`src/rtl/weighted_picker_pkg.sv`:
```
// Shared types and defaults for the weighted index picker.
package weighted_picker_pkg;

   localparam int N_W_DEF    = 20;
   localparam int W_W_DEF    = 9;
   localparam int NORM_W_DEF = 11;

   // Fibonacci taps for x^16 + x^14 + x^13 + x^11 + 1 (state bits 15, 13, 12, 10)
   localparam logic [15:0] LFSR_TAPS = 16'hB400;

   typedef enum logic [1:0] {
      IDLE,
      DRAW,
      SCAN,
      DONE
   } state_t;

endpackage

```
`src/rtl/lfsr16.sv`:
```
// 16-bit Fibonacci LFSR with enable, synchronous load and async reset to SEED.
module lfsr16
   import weighted_picker_pkg::*;
#(
   parameter logic [15:0] SEED = 16'hACE1
) (
   input  logic        clk,
   input  logic        rst_n,
   input  logic        en,
   input  logic        load,
   input  logic [15:0] load_val,
   output logic [15:0] q
);

   always_ff @(posedge clk or negedge rst_n) begin
      if (!rst_n) begin
         q <= SEED;
      end else if (load) begin
         q <= load_val;
      end else if (en) begin
         q <= {q[14:0], ^(q & LFSR_TAPS)};
      end
   end

endmodule

```
`src/rtl/weighted_picker.sv`:
```
// Draws index i with probability weight[i]/norm via LFSR rejection sampling and a cumulative scan.
// Optional LFSR reseed port: define WEIGHTED_PICKER_SEED_LOAD_EN.
//
//   state | meaning
//   IDLE  | waiting for start; captures weights and norm
//   DRAW  | one LFSR sample per cycle until r < norm
//   SCAN  | accumulate one weight per cycle until r < acc
//   DONE  | publish index/err, pulse done, drop busy
module weighted_picker
   import weighted_picker_pkg::*;
#(
   parameter int          N_W    = N_W_DEF,
   parameter int          W_W    = W_W_DEF,
   parameter int          NORM_W = NORM_W_DEF,
   parameter logic [15:0] SEED   = 16'hACE1
) (
   input  logic               clk,
   input  logic               rst_n,
   input  logic               start,
   input  logic [N_W*W_W-1:0] weights,
   input  logic [NORM_W-1:0]  norm,
`ifdef WEIGHTED_PICKER_SEED_LOAD_EN
   input  logic               seed_load,
   input  logic [15:0]        seed,
`endif
   output logic               busy,
   output logic               done,
   output logic [4:0]         index,
   output logic               err
);

   state_t                      state;
   logic [N_W-1:0][W_W-1:0]     w_q;
   logic [NORM_W-1:0]           norm_q;
   logic [NORM_W-1:0]           r_q;
   logic [NORM_W:0]             acc_q;
   logic [4:0]                  i_q;
   logic [4:0]                  res_idx;
   logic                        res_err;

   logic [15:0]                 lfsr;
   logic                        lfsr_load;
   logic [15:0]                 lfsr_load_val;
   logic                        start_ok;

   logic [NORM_W-1:0]           mask;
   logic [NORM_W-1:0]           r_cand;
   logic [NORM_W:0]             acc_next;
   logic                        hit;

`ifdef WEIGHTED_PICKER_SEED_LOAD_EN
   assign lfsr_load     = seed_load && (state == IDLE);
   assign lfsr_load_val = (seed == 16'h0000) ? SEED : seed;
   assign start_ok      = start && !seed_load;
`else
   assign lfsr_load     = 1'b0;
   assign lfsr_load_val = SEED;
   assign start_ok      = start;
`endif

   lfsr16 #(.SEED(SEED)) u_lfsr (
      .clk      (clk),
      .rst_n    (rst_n),
      .en       (state == DRAW),
      .load     (lfsr_load),
      .load_val (lfsr_load_val),
      .q        (lfsr)
   );

   // mask is norm_q with every bit below its MSB filled in, i.e. 2^k - 1
   always_comb begin
      mask = '0;
      for (int j = 0; j < NORM_W; j++) begin
         mask[j] = |(norm_q >> j);
      end
   end

   assign r_cand   = lfsr[NORM_W-1:0] & mask;
   assign acc_next = acc_q + {{(NORM_W+1-W_W){1'b0}}, w_q[i_q]};
   assign hit      = {1'b0, r_q} < acc_next;

   always_ff @(posedge clk or negedge rst_n) begin
      if (!rst_n) begin
         state   <= IDLE;
         busy    <= 1'b0;
         done    <= 1'b0;
         index   <= '0;
         err     <= 1'b0;
         w_q     <= '0;
         norm_q  <= '0;
         r_q     <= '0;
         acc_q   <= '0;
         i_q     <= '0;
         res_idx <= '0;
         res_err <= 1'b0;
      end else begin
         done <= 1'b0;
         case (state)
            IDLE: begin
               if (start_ok) begin
                  w_q    <= weights;
                  norm_q <= norm;
                  busy   <= 1'b1;
                  if (norm == '0) begin
                     res_idx <= '0;
                     res_err <= 1'b1;
                     state   <= DONE;
                  end else begin
                     state <= DRAW;
                  end
               end
            end
            DRAW: begin
               if (r_cand < norm_q) begin
                  r_q   <= r_cand;
                  acc_q <= '0;
                  i_q   <= '0;
                  state <= SCAN;
               end
            end
            SCAN: begin
               if (hit) begin
                  res_idx <= i_q;
                  res_err <= 1'b0;
                  state   <= DONE;
               end else if (i_q == 5'(N_W-1)) begin
                  // weights summed short of norm: the upstream norm was inconsistent
                  res_idx <= '0;
                  res_err <= 1'b1;
                  state   <= DONE;
               end else begin
                  i_q   <= i_q + 5'd1;
                  acc_q <= acc_next;
               end
            end
            DONE: begin
               done  <= 1'b1;
               busy  <= 1'b0;
               index <= res_idx;
               err   <= res_err;
               state <= IDLE;
            end
            default: state <= IDLE;
         endcase
      end
   end

endmodule

```
`config.mk`:
```
export PLATFORM = sky130hd
export DESIGN_NAME = weighted_picker
export DESIGN_NICKNAME = d
export VERILOG_FILES = /design/src/rtl/weighted_picker_pkg.sv /design/src/rtl/lfsr16.sv /design/src/rtl/weighted_picker.sv
export SDC_FILE = /design/constraint.sdc
export NUM_CORES = 1
export LEC_CHECK = 0
export ABC_AREA = 1
export CAP_MARGIN = 15
export CELL_PAD_IN_SITES_DETAIL_PLACEMENT = 2
export CELL_PAD_IN_SITES_GLOBAL_PLACEMENT = 2
export CORE_ASPECT_RATIO = 0.7
export CORE_MARGIN = 2
export CORE_UTILIZATION = 31
export CTS_BUF_LIST = sky130_fd_sc_hd__clkbuf_16
export DETAILED_ROUTE_END_ITERATION = 10
export GPL_ROUTABILITY_DRIVEN = 0
export GPL_TIMING_DRIVEN = 0
export PLACE_DENSITY_LB_ADDON = 0.1
export SLEW_MARGIN = 10
export SYNTH_ARGS = -nofsm -noshare
export SYNTH_HDL_FRONTEND = slang
export SYNTH_SLANG_ARGS = --single-unit
```
`constraint.sdc`:
```
create_clock -name clk -period 4.69 [get_ports clk]
set_input_delay 0.938 -clock clk [delete_from_list [all_inputs] [get_ports clk]]
set_output_delay 0.938 -clock clk [all_outputs]
set_load 0.005 [all_outputs]
```
; ---- Word-level counts from Yosys, hierarchy flattened
; Index checks and enable logic that the tools add are counted.
[totals]
ram_bits = 0
output_inout_bits = 8
rom_bits = 0
reg_bits = 251
elab_cells = 99
mem_count = 0
latch_bits = 0
in_bits = 194
[classes]
eq_ne = 10
order_cmp = 3
n_bitwise = 1
n_reduce_logical = 22
addsub = 2
n_div = 0
n_shift = 0
n_mux = 29
n_mul = 0
[ops]
columns = op, n
row1 = $bmux W9 S5, 1
row2 = $mux W12, 3
row3 = $mux W5, 7
row4 = $pmux W12 S2, 1
row5 = $pmux W5 S2, 2
row6 = $reduce_xor A16 Y1, 1
row7 = $add A12 B9 Y12, 1
row8 = $lt A11 B12 Y1, 1
row9 = $and A11 B11 Y11, 1
row10 = $logic_not A11 Y1, 1
row11 = $lt A11 B11 Y1, 1
row12 = $reduce_or A11 Y1, 1
row13 = $mux W2, 5
row14 = $ne A2 B2 Y1 const B, 5
row15 = $reduce_or A10 Y1, 1
row16 = $mux W9, 1
row17 = $reduce_or A9 Y1, 1
row18 = $pmux W2 S4, 1
row19 = $reduce_and A4 Y1, 2
row20 = $reduce_or A8 Y1, 1
row21 = $reduce_or A7 Y1, 1
row22 = $lt A5 B6 Y1 const B, 1
row23 = $mux W1, 6
row24 = $reduce_and A2 Y1, 3
row25 = other kinds (14), 18

; ---- Longest topological paths before layout
; Gate-level depths: netlist of run 1.
[depth]
word_depth = 6
mapped_depth = 32
depth_no_buf = 29

; ---- Modules after synthesis
; From an unflattened synthesis of run 1, not the netlist that was laid out.
[unflattened]
cells_unflattened = 1615
hier_area_um2 = 12482.0
[modules_own_cells]
columns = module, area_per_inst_um2, cells_per_inst, seq_area_each_um2, instances
row1 = weighted_picker, 11682.5, 1514, 5880.6, 1
row2 = lfsr16, 799.5, 101, 410.4, 1

; ---- Least setup slack after synthesis of run 1
; Ideal clock, no wire load.
[synth_timing]
path_type = register to register
start = register i_q[0]
end = register res_idx[0]
n_path_buf = 3
arrival_ps = 3896
slack_ps = 668
period_less_slack_ps = 4022
stages_incl_launch_ff = 31
required_ps = 4564
setup_time_ps = 126
cell_sequence = dfrtp_1 > buf_2 > buf_2 > mux2i_1 > o221ai_1 > o211ai_1 > nand3_1 > nand2_1 > nand2_1 > ha_1 > fa_1 > nand3_1 > nand3_1 > a21oi_1 > nor2_1 > nor2_1 > xor2_1 > ha_1 > nand2_1 > nor2_1 > nor3_1 > nand2_1 > nand2_1 > nand2_1 > nand2_1 > nand2_1 > nand3_2 > nand3_1 > buf_4 > nand2_1 > o21ai_0
[synth_via]
elab_chain_cells = 6
word_cells_on_any_way = 9
classes_between = add/sub (1) / order compare (1) / eq/ne (2) / mux (4) / reduce/logical (1)
[synth_rtl]
columns = element, line_no
row1 = start: declaration, weighted_picker.sv:37  ; logic [4:0] i_q;
row2 = start signal: assignment, weighted_picker.sv:132  ; i_q <= i_q + 5'd1;
row3 = $bmux W9 S5, weighted_picker.sv:79  ; assign acc_next = acc_q + {{(NORM_W+1-W_W){1'b0}}, w_q[i_q]};
row4 = $mux W9 (implied by the code), weighted_picker.sv:79
row5 = $add A12 B9 Y12, weighted_picker.sv:79
row6 = $lt A11 B12 Y1, weighted_picker.sv:80  ; assign hit = {1'b0, r_q} < acc_next;
row7 = $ne A3 B3 Y1 (no source line) or $mux W5 (tied branches), --
row8 = $reduce_and A4 Y1 (no source line) or $pmux W5 S2 (tied branches), --
row9 = end signal: assignment, weighted_picker.sv:123  ; res_idx <= i_q;
row10 = end: declaration, weighted_picker.sv:38  ; logic [4:0] res_idx;
; Parallel ways exist; a longest one is shown, timed or not. The select of a mux whose other input is x is not followed.
; A chain may end at the register's enable or synchronous reset.

; ---- Worst setup path in the final report of run 1
[layout_timing]
start = register i_q[2]
end = register i_q[0]
[layout_via]
elab_chain_cells = 6
word_cells_on_any_way = 8
classes_between = add/sub (1) / order compare (1) / eq/ne (3) / mux (2) / reduce/logical (1)
[layout_rtl]
columns = element, line_no
row1 = $bmux W9 S5, weighted_picker.sv:79
row2 = $mux W9 (implied by the code), weighted_picker.sv:79
row3 = $add A12 B9 Y12, weighted_picker.sv:79
row4 = $lt A11 B12 Y1, weighted_picker.sv:80
row5 = $ne A2 B2 Y1 (no source line), --
row6 = $reduce_and A4 Y1 (no source line) (*), --
; Mark *: on every way between the ends. The rest lies on a longest branch, timed or not. The select of a mux whose other input is x is not followed.

==> out/qor.csv, run 1 <==
metric,value,unit
cp-start-kind,flop,
die_w,242,um
io_pins,202,
synth_async_sr_flop_share,100.0,%
final_layout_size_suffix_gt1_share,9.832,%
setup_ws,-0.05538,ns
num_vias,11680,
placed_cell_area,15020,um^2
endpoint_kind,flop,
synthFlopType,dfrtp_1,
synthMuxAreaShare,1.059,%
synth_nets,1801,
synthCells,1573,
m1WireLength,23890,um
clockBufferDepth,3,
port_buffers,201,
setup_viol,12,
antenna_cells,0,
syn_avg_cell_area,7.814,um^2
p_sw,4.598,mW
initial_core_util,31.73,%
outcome,"finished, violations left",
die_h,170.6,um
met2_wirelength,22370,um
rsz0062_at_grt,true,
wl_per_cell,20.59,um
fin_crit_sh,101.2,%
route.met3.wl,1469,um
cts.sinks,251,
postRouteAntennaNets,0,
worst_ep_required_time,5.13,ns
num-fill-cells,4386,
hold_violations,0,
maxCapViolCount,0,
cts_hold_buf,0,
skew,0.01301,ns
grt_max_degree,103,
dieArea,41290,um^2
h-tree-depth,1,
drt_iter0_drc,591,
combPwrFrac,46.0,%
synth_fa_ha_area_share,3.522,%
drv_slew,0,
fmax,210.7,MHz
post-route-util,42.86,%
row_count,60,
whs,0.3528,ns
area_delta_synth_final,35.09,%
fin_area,16600,um^2
arrival,5.18,ns
grt_pass1_wl,74230,um
drt-pass1-iter-count,4,
min_period,4.745,ns
p_int,6.033,mW
grt_pass1_vias,12720,
root_buffer,clkbuf_16,
synth_compound_area_share,8.347,%
core,38740,um^2
drc,0,
synth_area_leaders,"dfrtp_1 49%, nand2_1 23%, nor2_1 4.3%",
ys_top_cells_by_count,"739 x nand2_1, 243 x dfrtp_1, 142 x nor2_1, 83 x o21ai_0, 67 x clkbuf_1",
syn_area,12290,um^2
vdd_drop_max,288.2,uV
synth-simple-area-share,30.33,%
cts_inserted_buffers,28,
p_clk_share,20.3,%
ys_seq_area_share,51.18,%
ys_types,38,
grt-ovfl-total,0,
power_frac_seq,33.7,%
antenna_found_initial,0,
synth-seq-cells,251,
violations,negative setup slack,
yosysMostFrequentCell,nand2_1,
cts_tree,yes,
top_layer,met4,
synth_edf_count,0,
path_clk_slew,0.07,ns
seq_area,6292,um^2
switching_share,43.25,%
multiInputGateArea,5822,um^2
worst_slew_pin_slew,1.018,ns
hp-class,in2async,
worst-path-max-fanout,10,
dpl.hpwl,35560,um
slew_headroom,32.15,%
finalNetCount,2051,
wl,48760,um
synth_top_family_by_area,simple AND/OR/NAND/NOR gates,
insertion_delay,0.56,ns
synth_top_cell_by_area,dfrtp_1,
synth-xor-area-share,0.9874,%
leakagePower,8.049,nW
synth_top_area_share,49.47,%
worstSetupPathType,reg2reg,
vias_per_cell,4.931,
synth-warning-count,0,
p_per_area,640.3,nW/um^2
grt_use_total,23.09,%
## state kept, by name, indices dropped and copies added, names as in the netlist
name	flops
w_q	180
u_lfsr.q	16
acc_q	12
norm_q	11
r_q	11
i_q	5
index	5
res_idx	5
state	2
busy	1
done	1
err	1
res_err	1
## power groups by stage
stage,combinational (mW),clock (mW),sequential [mW]
global route,5.44,2.29,3.69
detailed placement,4.22,0,3.57
global placement,4.01,0,3.55
floorplan,2.63,0,3.36
CTS,4.43,2.20,3.56
finish,4.89,2.16,3.59
## cells in the final DEF (no fill, tap or decap), types with 7 or more instances in the layout
master	netlist	routed
clkbuf_1	67	46
dfstp_2	8	8
inv_1	51	57
o221ai_1	13	13
nor2_1	142	137
clkbuf_2	0	10
o32ai_1	32	21
mux2i_1	13	8
o32ai_2	0	9
nand2_2	2	26
ha_1	33	29
xnor2_1	7	7
clkdlybuf4s50_1	0	200
nand3_1	57	53
a21oi_1	21	20
o21ai_1	0	7
buf_4	1	18
clkbuf_16	0	33
dfrtp_1	243	242
nand2_1	739	712
o21ai_0	83	71
## logic make-up (layout without fill, tap and decap cells)
group           Yosys count  in the layout
xor+xnor                 13             13
compound gates          163            163
buf+inv                 142            410
simple gates            957            957
flops                   251            251
mux                      13             13
fa+ha+maj                34             34
## repair_timing
action	CTS	global route
endpoints found under the setup margin	25	25
cloned	0	4
resized for setup	46	122
buffers inserted	6	9
pin swaps	5	34
## layout make-up
type | instances | area share (%)
inverters | 54 | 1.221
well taps | 527 | 3.971
multi-input cells | 1180 | 35.06
plain buffers | 86 | 2.878
repair buffers | 222 | 13.77
clock inverters | 19 | 0.8364
clock buffers | 29 | 4.370
flip-flops and latches | 251 | 37.89
## stage by stage
stage          instances  TNS (ns)  worst slack, ns  power, mW
4_1_cts             2357         0         0.009125      10.19
3_3_place_gp        2301  -2212.09           -8.900      7.561
5_1_grt             2368    -4.687          -0.2525      11.42
2_1_floorplan       1573         0           0.6683      5.992
3_5_place_dp        2303    -18.08          -0.8078      7.791
6_report            2368   -0.1872         -0.05538      10.63
## worst paths after layout
path | endpoint | slack [ns] | cells past startpoint | from
max in group asynchronous | w_q[87] | 3.35 | 2 | rst_n
worst min-delay path | norm_q[5] | 0.35 | 1 | rst_n
worst max-delay path | i_q[0] | -0.06 | 25 | i_q[2]
worst max register to register | i_q[0] | -0.06 | 25 | i_q[2]
worst min register to register | u_lfsr.q[15] | 0.47 | 2 | u_lfsr.q[15]
min in group clk | u_lfsr.q[15] | 0.47 | 2 | u_lfsr.q[15]
## worst max-delay path: stages (launching register included)
cell	delay (ns)
dfrtp_1	0.45
clkbuf_1	0.49
o221ai_1	0.31
nand3_1	0.21
nand3_1	0.11
nand2_1	0.17
nand2_1	0.08
ha_2	0.32
a21oi_1	0.18
nand2_2	0.13
a31oi_2	0.19
xor2_1	0.27
ha_1	0.30
a21oi_1	0.17
nor2_2	0.06
nor3_2	0.18
nand2_1	0.07
nand2_1	0.08
nand2_2	0.06
nand2_2	0.09
nand2_4	0.08
nand3_4	0.12
nand2_8	0.11
buf_4	0.18
nand3_1	0.09
nand2_1	0.09
## metal layers
metal	vias to the layer above	global-route usage (%)
met5	-	0
met4	0	4.482
li1	5532	-
met3	64	2.855
met2	189	37.56
met1	5892	33.26
Power figures use the tool's default switching activity.
==> run 2, diff against run 1 <==
Settings changed: MAX_ROUTING_LAYER from default to met4.
==> run 2 against run 1 <==
The run still ends with negative setup slack left. Wire length barely moved. Register-to-register slack improved by 0.02 ns. Worst hold slack got worse by 0.018 ns. Die area did not move. Critical path depth rose by 2. Final cell count did not move. Total power barely moved. Final area barely moved. Core utilization barely moved. Via count rose by 0.78%. Clock skew fell by 0.0023 ns.
==> out/qor.csv, run 2 (same netlist as run 1, synthesis figures left out) <==
metric,value,unit,change
drt-pass1-iter-count,5,,+1
die_h,170.6,um,unchanged
violations,negative setup slack,,
cp-start-kind,flop,,
final_common_cell,nand2_1,,
maxCapViolCount,0,,unchanged
finalNetCount,2051,,unchanged
row_count,60,,unchanged
layout.cells.non_filler,2368,,unchanged
num-fill-cells,4391,,+0.11%
rsz0062_at_grt,true,,
fin_crit_sh,100.9,%,-0.32 points
dp.cells,2303,,unchanged
wl,48770,um,about the same
slew_headroom,33.91,%,+1.8 points
final_cell_mix,"712 x nand2_1, 242 x dfrtp_1, 200 x clkdlybuf4s50_1, 137 x nor2_1, 71 x o21ai_0",,
cts_inserted_buffers,28,,unchanged
path_clk_slew,0.07,ns,about the same
postRouteAntennaNets,0,,unchanged
drc,0,,unchanged
skew,0.01075,ns,-0.002265 ns
dieArea,41290,um^2,unchanged
port_buffers,201,,unchanged
hold_violations,0,,unchanged
largest_reg_flops,180,,unchanged
num_vias,11770,,+0.78%
root_buffer,clkbuf_16,,
clockBufferDepth,3,,unchanged
regMostFlops,w_q,,
io_pins,202,,unchanged
drv_slew,0,,unchanged
grt_pass1_wl,74250,um,about the same
core,38740,um^2,unchanged
drt_iter0_drc,554,,-6.3%
reg.largest.list,"w_q: 180 flops, u_lfsr.q: 16 flops, acc_q: 12 flops",,
wl_per_cell,20.60,um,about the same
arrival,5.17,ns,about the same
grt_max_degree,103,,unchanged
totalPowerFinal,10.63,mW,about the same
leakagePower,8.049,nW,about the same
worst-path-max-fanout,10,,unchanged
insertion_delay,0.56,ns,about the same
place_ws,-0.8078,ns,unchanged
post-route-util,42.86,%,about the same
vdd_drop_max,286.9,uV,-0.45%
initial_core_util,31.73,%,unchanged
min_period,4.730,ns,-0.01504 ns
outcome,"finished, violations left",,
fmax,211.4,MHz,+0.32%
grt-ovfl-total,0,,unchanged
die_w,242,um,unchanged
worstSetupPathType,reg2reg,,
multiInputGateArea,5822,um^2,unchanged
antenna_cells,0,,unchanged
worst_slew_pin_slew,0.9914,ns,-0.02636 ns
vias_per_cell,4.970,,+0.78%
seq_area,6292,um^2,unchanged
grt_pass1_vias,12720,,-0.0079%
dpl.hpwl,35560,um,unchanged
endpoint_kind,flop,,
grt_use_total,23.80,%,+0.70 points
setup_ws,-0.04034,ns,+0.01504 ns
final_layout_size_suffix_gt1_share,9.832,%,unchanged
cts_tree,yes,,
worst_ep_required_time,5.13,ns,about the same
setup_viol,6,,-6
cts.sinks,251,,unchanged
h-tree-depth,1,,unchanged
p_per_area,640.2,nW/um^2,about the same
hp-class,in2async,,
antenna_found_initial,0,,unchanged
area_delta_synth_final,35.07,%,about the same
-- run 2: stage by stage --
stage	setup TNS, ns	hold WS (ns)	instance area, um^2
after global routing	-5.093	0.3806	16600
final	-0.04891	0.3347	16600
after floorplan	0	0.4436	12290
after global placement	-2212.09	0.4573	14960
after detailed placement	-18.08	0.4618	15020
after CTS	0	0.3596	16070
-- run 2: area by class of cell --
type / count / share of cell area (%)
inverter: 54 / 1.221
multi-input combinational: 1180 / 35.07
buffer: 86 / 2.864
timing repair buffer: 222 / 13.77
clock inverter: 19 / 0.8365
clock buffer: 29 / 4.371
tap: 527 / 3.972
sequential: 251 / 37.90
-- run 2: layer usage --
layer  vias up  GRT usage, %  routed length [um]  share of wire (%)
met3        69         2.776                1551                3.2
met1      5970         33.32               23730                 49
met4         0         4.482                1056                2.2
met2       201         37.57               22430                 46
li1       5528             -                   -                  -
met5         -             -                   0                  0
-- run 2: final timing paths --
path | from | endpoint | slack [ns] | depth (start not counted)
max | i_q[0] | i_q[0] | -0.04 | 27
min in group clk | u_lfsr.q[15] | u_lfsr.q[15] | 0.47 | 2
min | rst_n | norm_q[5] | 0.33 | 1
min reg2reg | u_lfsr.q[15] | u_lfsr.q[15] | 0.47 | 2
max reg2reg | i_q[0] | i_q[0] | -0.04 | 27
max in group asynchronous | rst_n | w_q[77] | 3.34 | 2
-- run 2: worst max-delay path: stages, from the launching register on --
cell and delay, ns:
dfrtp_2 0.47, buf_8 0.17, buf_8 0.16, mux2i_2 0.16
o221ai_1 0.26, nand3_1 0.18, nand3_1 0.13, nand2_1 0.14
nand2_1 0.11, ha_2 0.31, a21oi_1 0.18, nand2_2 0.13
a31oi_2 0.20, xor2_1 0.28, ha_1 0.30, a21oi_1 0.17
nor2_2 0.06, nor3_2 0.18, nand2_1 0.07, nand2_1 0.08
nand2_2 0.06, nand2_2 0.09, nand2_4 0.08, nand3_4 0.12
nand2_8 0.11, buf_4 0.19, nand3_1 0.09, nand2_1 0.09
-- run 2: report_power, final --
| group | switching, mW | total (mW) | internal [mW] |
|---|---|---|---|
| Combinational | 3.08 | 4.88 | 1.81 |
| Sequential | 0.579 | 3.59 | 3.01 |
| Clock | 0.942 | 2.16 | 1.22 |
-- run 2: what timing repair did --
item                                    in CTS  in global routing
cloned                                       0                  4
pin swaps                                    5                 34
gates resized for setup                     46                121
endpoints found under the hold margin        0                  0
buffers inserted                             6                  9
endpoints found under the setup margin      25                 25
hold buffers                                 0                  0
==> RTL edit (settings of run 2) <==
Encoding of `state_t`: now Gray code (2 bits for 4 states).
--- a/src/rtl/weighted_picker_pkg.sv
+++ b/src/rtl/weighted_picker_pkg.sv
@@ -9,10 +9,10 @@
    localparam logic [15:0] LFSR_TAPS = 16'hB400;
 
    typedef enum logic [1:0] {
-      IDLE,
-      DRAW,
-      SCAN,
-      DONE
+      IDLE = 2'b00,
+      DRAW = 2'b01,
+      SCAN = 2'b11,
+      DONE = 2'b10
    } state_t;
 
 endpackage
Check against the original RTL: no difference found for any inputs over 4 cycles, from zero or initial values and one cycle with rst_n low; so few cycles prove little.
==> RTL edit against run 2 <==
Area after synthesis fell by 1.2%; cell area fell by 1.6%; setup slack better by 280 ps; hold slack gained 9.4 ps; wire length fell by 11%; power fell by 18%; highest routed layer unchanged; largest power group is now registers; largest cell class unchanged; sequential cell count unchanged; clock skew grew 4.7 ps.
==> RTL edit: results (changes against run 2) <==
Critical path
  – CP peak stage delay: 490 ps (was 470 ps)
  – Largest fanout on the critical path: 10 (unchanged)
  – Reg2Reg Depth: 30 (was 27)
  – Worst Setup EP: acc_q[4] (was i_q[0])
  – Worst EP arrival: 4960 ps (was 5170 ps)
  – R2r setup slk: 240 ps (was -40 ps)
  – Crit. Startpoint: i_q[0] (unchanged)

Power and ir drop
  – Pwr dens: 534 nW/um2 (was 640 nW/um2)
  – P_sw: 2.94 mW (was 4.60 mW)
  – Combinational power: 2.99 mW (was 4.88 mW)
  – Sequential power share: 40.9% (was 33.8%)
  – Worst VDD drop: 310 uV (was 287 uV)
  – Static leakage: 7.20 nW (was 8.05 nW)

Placement
  – Final HPWL from detailed placement: 32.2 mm (was 35.6 mm)
  – Placement Cell Area: 14900 um2 (was 15000 um2)

Finish
  – FILL cells: 4069 (was 4391)
  – Clock-cell share: 5.44% (was 5.21%)
  – Non-clock buffer share: 15.9% (was 16.6%)
  – Nonclk inv count: 70 (was 54)
  – Signal buffers: 275 (was 308)
  – Area occupied by multi-input gates: 5640 um2 (was 5820 um2)
  – # diodes: 1 (was 0)
  – Share of cells above drive strength 1: 24.6% (was 9.83%)
  – Final #Nets: 1650 (was 2051)
  – Multi-input gate count: 799 (was 1180)

Synth
  – Synth area leaders: dfrtp_1 50%, mux2_2 17%, nand2_1 6.2%, nor2_1 4.4%, o21ai_0 3.3% (was dfrtp_1 49%, nand2_1 23%, nor2_1 4.3%, o21ai_0 3.4%, ha_1 3.4%)
  – Yosys cell types: 39 (was 38)
  – Syn_nets: 1406 (was 1801)
  – Post-synth top area share: 50.1% (was 49.5%)
  – Most frequent cells after synthesis: 243 x dfrtp_1, 202 x nand2_1, 180 x mux2_2 (was 739 x nand2_1, 243 x dfrtp_1, 142 x nor2_1)
  – #FFs+latches synth: 251 (unchanged)
  – Post-synthesis sequential area ratio: 51.8% (was 51.2%)

Route
  – DRT Pass-1 Iters: 4 (was 5)
  – Met3 wire length: 1.51 mm (was 1.55 mm)
  – DR iter-0 viols: 444 (was 554)
  – Routed length on met2: 19.0 mm (was 22.4 mm)
  – Vias per cell: 4.91 (was 4.97)
  – Routed WL per cell: 21.9 um (was 20.6 um)
  – M1 wire length: 22.1 mm (was 23.7 mm)

GRT
  – Initial antenna violation count: 1 (was 0)
  – First-pass GRT wire length: 65.6 mm (was 74.3 mm)
  – Met2 Use GR: 32.8% (was 37.6%)
  – Vias in the first global route: 10600 (was 12700)
  – Largest net degree at the start of global routing: 104 (was 103)
  – Overall routing resource usage: 22.1% (was 23.8%)
  – GR Util met1: 32.6% (was 33.3%)
  – GR met3 Demand/Resource: 2.62% (was 2.78%)

CTS
  – Resized Gates After CTS: 38 (was 46)
  – Setup Fix Bufs, Post-CTS: 0 (was 6)
  – Register clock-pin slew on the reported worst setup and hold paths: 60 ps
  – Total CTS buffers: 29 (was 28)

Timing
  – Clock Skew: 15.5 ps (was 10.7 ps)
  – Worst-Margin Slew: 868 ps (was 991 ps)

Outcome
  – Status: completed (was finished with violations)
## RTL edit: cell count changes in the layout (fill, tap and decap cells not counted), moves of 18 or more
cell / delta
nand3_1: -31
nand2_1: -516
nand2_2: -19
clkbuf_1: -41
inv_1: +18
mux2_2: +180
## RTL edit: cells by family after synthesis
group	after synthesis	share of synthesized area [%]
AOI/OAI and AO/OA	162	8.41
xor gates and xnor gates	14	1.07
adders and majority gates	30	3.15
buffers and inverters	132	4.49
DFF	251	51.8
muxes	190	17.5
and+or+nand+nor	403	13.6
## RTL edit: stage by stage
stage	setup TNS, ps	hold slack [ps]	std cells	setup WS, ps	utilization [%]
floorplan	0	442	1182	921	-
global placement	-2214430	458	1910	-8960	38.5
detailed placement	-9300	462	1912	-450	38.6
CTS	0	373	1966	0.457	41.2
global route	-353	392	1977	-51.2	42.4
finish	0	344	1977	236	42.4
